**src/rtl/beam_thresh_loader.sv**
```systemverilog
// Shadow threshold table for the beamformer trigger bank; shifts the table into the
// DSP cascade (last beam first) on request, then pulses update so all beams switch together.
module beam_thresh_loader #(
    parameter int                  NBEAMS         = 2,
    parameter int                  THR_BITS       = 18,
    parameter logic [THR_BITS-1:0] DEFAULT_THRESH = 18'h3FFFF
) (
    input  logic                        clk_i,
    input  logic                        rst_ni,
    input  logic                        thr_wr_i,
    input  logic [$clog2(NBEAMS)-1:0]   thr_addr_i,
    input  logic                        thr_sel_i,
    input  logic [THR_BITS-1:0]         thr_dat_i,
    input  logic [1:0]                  start_i,
    output logic                        busy_o,
    output logic                        pending_o,
    output logic                        done_o,
    output logic [2*THR_BITS-1:0]       thresh_o,
    output logic [1:0]                  thresh_wr_o,
    output logic [1:0]                  thresh_update_o
);
    localparam int              AW       = $clog2(NBEAMS);
    localparam logic [AW:0]     BEAM_CNT = (AW+1)'(NBEAMS);
    localparam logic [AW-1:0]   LAST     = AW'(NBEAMS - 1);
    localparam logic [AW-1:0]   ONE      = AW'(1);

    typedef enum logic [1:0] {IDLE, LOAD, UPDATE} state_t;

    state_t                                 state_q, state_d;
    logic [AW-1:0]                          idx_q, idx_d, rd_idx;
    logic [1:0]                             mask_q, mask_d, pend_q, pend_d, req, beat_mask;
    logic [1:0][NBEAMS-1:0][THR_BITS-1:0]   shadow;
    logic                                   busy_d, done_d;
    logic [1:0]                             upd_d;
    logic [THR_BITS-1:0]                    th_lo, th_hi;

    // Shadow table; out-of-range beam addresses are dropped.
    always_ff @(posedge clk_i or negedge rst_ni) begin
        if (!rst_ni) begin
            for (int h = 0; h < 2; h++)
                for (int b = 0; b < NBEAMS; b++)
                    shadow[h][b] <= DEFAULT_THRESH;
        end else if (thr_wr_i && ({1'b0, thr_addr_i} < BEAM_CNT)) begin
            shadow[thr_sel_i][thr_addr_i] <= thr_dat_i;
        end
    end

    // idx_q is the beam currently on the cascade; the next beam is read one edge ahead
    // so that every output leaves a flop.
    always_comb begin
        state_d   = state_q;
        idx_d     = idx_q;
        mask_d    = mask_q;
        pend_d    = pend_q;
        rd_idx    = idx_q;
        beat_mask = 2'b00;
        busy_d    = 1'b0;
        done_d    = 1'b0;
        upd_d     = 2'b00;
        req       = start_i | pend_q;
        case (state_q)
            IDLE: begin
                if (req != 2'b00) begin
                    state_d   = LOAD;
                    mask_d    = req;
                    pend_d    = 2'b00;
                    idx_d     = LAST;
                    rd_idx    = LAST;
                    beat_mask = req;
                    busy_d    = 1'b1;
                end
            end
            LOAD: begin
                pend_d = pend_q | start_i;
                busy_d = 1'b1;
                if (idx_q == '0) begin
                    state_d = UPDATE;
                    upd_d   = mask_q;
                end else begin
                    idx_d     = idx_q - ONE;
                    rd_idx    = idx_q - ONE;
                    beat_mask = mask_q;
                end
            end
            UPDATE: begin
                pend_d  = pend_q | start_i;
                state_d = IDLE;
                done_d  = 1'b1;
            end
            default: state_d = IDLE;
        endcase
        th_lo = beat_mask[0] ? shadow[0][rd_idx] : {THR_BITS{1'b0}};
        th_hi = beat_mask[1] ? shadow[1][rd_idx] : {THR_BITS{1'b0}};
    end

    always_ff @(posedge clk_i or negedge rst_ni) begin
        if (!rst_ni) begin
            state_q         <= IDLE;
            idx_q           <= '0;
            mask_q          <= 2'b00;
            pend_q          <= 2'b00;
            busy_o          <= 1'b0;
            pending_o       <= 1'b0;
            done_o          <= 1'b0;
            thresh_o        <= '0;
            thresh_wr_o     <= 2'b00;
            thresh_update_o <= 2'b00;
        end else begin
            state_q         <= state_d;
            idx_q           <= idx_d;
            mask_q          <= mask_d;
            pend_q          <= pend_d;
            busy_o          <= busy_d;
            pending_o       <= |pend_d;
            done_o          <= done_d;
            thresh_o        <= {th_hi, th_lo};
            thresh_wr_o     <= beat_mask;
            thresh_update_o <= upd_d;
        end
    end
endmodule

```
**config.mk**
```make
export PLATFORM = sky130hd
export DESIGN_NAME = beam_thresh_loader
export DESIGN_NICKNAME = d
export VERILOG_FILES = /design/src/rtl/beam_thresh_loader.sv
export SDC_FILE = /design/constraint.sdc
export NUM_CORES = 1
export LEC_CHECK = 0
export ABC_AREA = 1
export CORE_MARGIN = 4
export CORE_UTILIZATION = 54
export CTS_CLUSTER_SIZE = 25
export DETAILED_ROUTE_END_ITERATION = 10
export DONT_BUFFER_PORTS = 1
export GPL_TIMING_DRIVEN = 0
export PLACE_DENSITY = 0.72
export SLEW_MARGIN = 20
export SYNTH_ARGS = -nofsm -noshare
export SYNTH_HDL_FRONTEND = slang
export SYNTH_SLANG_ARGS = --single-unit
```
**constraint.sdc**
```tcl
create_clock -name clk_i -period 1.5 [get_ports clk_i]
set_input_delay 0.225 -clock clk_i [delete_from_list [all_inputs] [get_ports clk_i]]
set_output_delay 0.225 -clock clk_i [all_outputs]
set_load 0.01 [all_outputs]
```
==> flow_summary.yaml <==
cts:
  clk_latency_ns: 0.53
  cts_hold_buf: 20
  cts_buffer_depth: 2
  cts_buffers: 17
  root_buffer: "clkbuf_8"
  clkTransAtPathRegs_ns: 0.06
  cts_sinks: 122
  cts_tree: "yes"
  h-tree-depth: 4
global_route:
  grt_use_total_pct: 23.0
  grt_pass1_vias: 3983
  grt.overflow.total: 0
  grt_start_max_net_pins: 123
  antenna_found_initial: 0
  grt_pass1_wl_um: 19900
routing:
  vias: 3951
  drc: 0
  via_per_inst: 5.35
  initialDrtViolationCount: 224
  firstDrtPassIters: 6
  routed_wl_um: 12200
  wl_per_cell_um: 16.6
  antenna_left: 0
job:
  max_cap_violations: 0
worst_setup_path:
  critPathLaunchType: "flop"
  rr_endpoint: "thresh_o[34]$_DFF_PN0_"
  reg2regPathDepth: 7
  crit_required_ns: 1.94
  end_kind: "flop"
  r2r_slack_ns: -0.02
  crit_path_start: "state_q[1]$_DFFE_PN0P_"
  crit_fanout: 10
  criticalPathCategory: "reg2reg"
  r2r-start: "state_q[1]$_DFFE_PN0P_"
  crit_arrival_ns: 1.96
cells_and_area:
  layout.cells.non_filler: 739
  final_cell_mix: "nand2_1 (126), o21ai_0 (74), dfstp_2 (72), inv_1 (65), dfrtp_1 (49)"
  n_antenna_cell: 0
  fin_util_pct: 67.8
  area.growth.synth_to_final_pct: 21.8
  final_area_um2: 6260
  final_common_cell: "nand2_1"
  drive_above_1_share_pct: 26.1
  nets: 627
yosys:
  ys_types: 19
  synthCells: 548
  ys_seq_elements: 122
  syn-num-nets: 578
  async_flop_share_pct: 100
  ys.flop_type: "dfstp_2"
  synth_area_um2: 5140
  avgSynthCellArea_um2: 9.38
  yosys_warnings: 0
  synth_edf_count: 0
  ys_seq_area_share_pct: 61.1
timing:
  slew-limit-headroom_pct: 67.8
  finalSetupViolCount: 3
  fmax_mhz: 658
  fin_tns_setup_ns: -0.0316
  tightestPinTransition_ns: 0.483
  slew_viol_final: 0
  finalClockSkew_ns: 0.00581
  finalWorstSetupSlack_ns: -0.0200
  grt_setup_unrepaired: "true"
  holdWs_ns: -0.606
  fin_crit_ns: 1.52
  finalHoldViolCount: 122
  fin_crit_sh_pct: 101
min_path:
  min_path_type: "in2async"
floorplan:
  die_height_um: 106
  io_pins: 68
  die_area_um2: 11100
  fp.dieW_um: 106
  core_area_um2: 9240
  start_util_pct: 55.7
  num_rows: 35
placement:
  dp_cells: 677
  place_ws_ns: -0.235
  place.gp.congestion: 0.832
  place_hpwl_um: 7480
  io_buffers: 0
  place_area_um2: 5320
outcome:
  status: "complete, but fails checks"
  violations: "hold timing, setup timing"
power_and_ir_drop:
  p_leak_nw: 2.91
  finalPower_mw: 13.5
  ir_worst_vdd_v: 0.00104
  p_per_area_nw_per_um2: 2160
==> cell families after synthesis <==
family / Yosys count / synth area share [%]
simple gates: 211 / 17.2
buf+inv: 97 / 8.81
compound gates: 113 / 11.7
flops: 122 / 61.1
fa+ha+maj: 5 / 1.22
==> flip-flops by register name, summed over array words and instances (netlist names) <==
signal           cells
idx_q                1
state_q              2
thresh_o            36
shadow              72
pending_o            1
busy_o               1
done_o               1
thresh_wr_o          2
mask_q               2
thresh_update_o      2
pend_q               2
==> synth_stat cells (2+ instances only) <==
master,n,area (um2)
nor3_1,2,10.0
buf_4,5,37.5
nand2_1,127,477
buf_6,9,101
buf_2,2,10.0
ha_1,5,62.6
a21oi_1,36,180
nand3_2,2,20.0
o21ai_4,3,48.8
nor2_1,31,116
o21ai_0,74,370
clkbuf_1,13,48.8
nand3_1,40,200
inv_1,67,251
nor2_2,8,50.1
dfrtp_1,50,1250
dfstp_2,72,1890
==> power by group <==
group	switching (mW)	leakage [nW]	internal [mW]
Clock	1.39	0.285	2.52
Sequential	0.732	1.41	4.47
Combinational	2.66	1.22	1.77
==> layout make-up <==
class | instances | area (um2)
fillers | 696 | 2980
inverters | 68 | 258
flip-flops and latches | 122 | 3140
clock buffers | 24 | 480
clock inverters | 8 | 92.6
multi-input cells | 329 | 1620
repair buffers | 30 | 288
well taps | 129 | 161
plain buffers | 29 | 220
==> worst max path at each step <==
stage,depth (start not counted),end
6_report,7,thresh_o[34]$_DFF_PN0_
5_1_grt,7,thresh_o[34]$_DFF_PN0_
4_1_cts,8,thresh_o[14]$_DFF_PN0_
3_5_place_dp,8,thresh_o[22]$_DFF_PN0_
3_3_place_gp,7,thresh_o[34]$_DFF_PN0_
2_1_floorplan,8,thresh_o[20]$_DFF_PN0_
==> worst max-delay path, stage by stage, from the launching register on <==
cell     delay [ns]
dfrtp_1        0.39
inv_2          0.11
ha_4           0.17
nand2_4        0.09
o21ai_4        0.26
buf_6          0.18
nand2_1        0.07
nor2_2         0.16
==> routing by layer <==
layer  GRT usage, %  wire length [um]  vias up
met2           38.0              6200      132
li1               -                 -     1832
met3           6.12               732       24
met1           29.4              5100     1963
met5              0                 0        -
met4           7.77               206        0
==> what timing repair did <==
item                       in CTS  in global routing
pin swaps                       3                  2
setup endpoints to repair      41                 34
gates resized for setup        10                 14
hold endpoints to repair      198                122
buffers inserted                9                  1
gates cloned                    0                  0
Power figures use the tool's default switching activity.
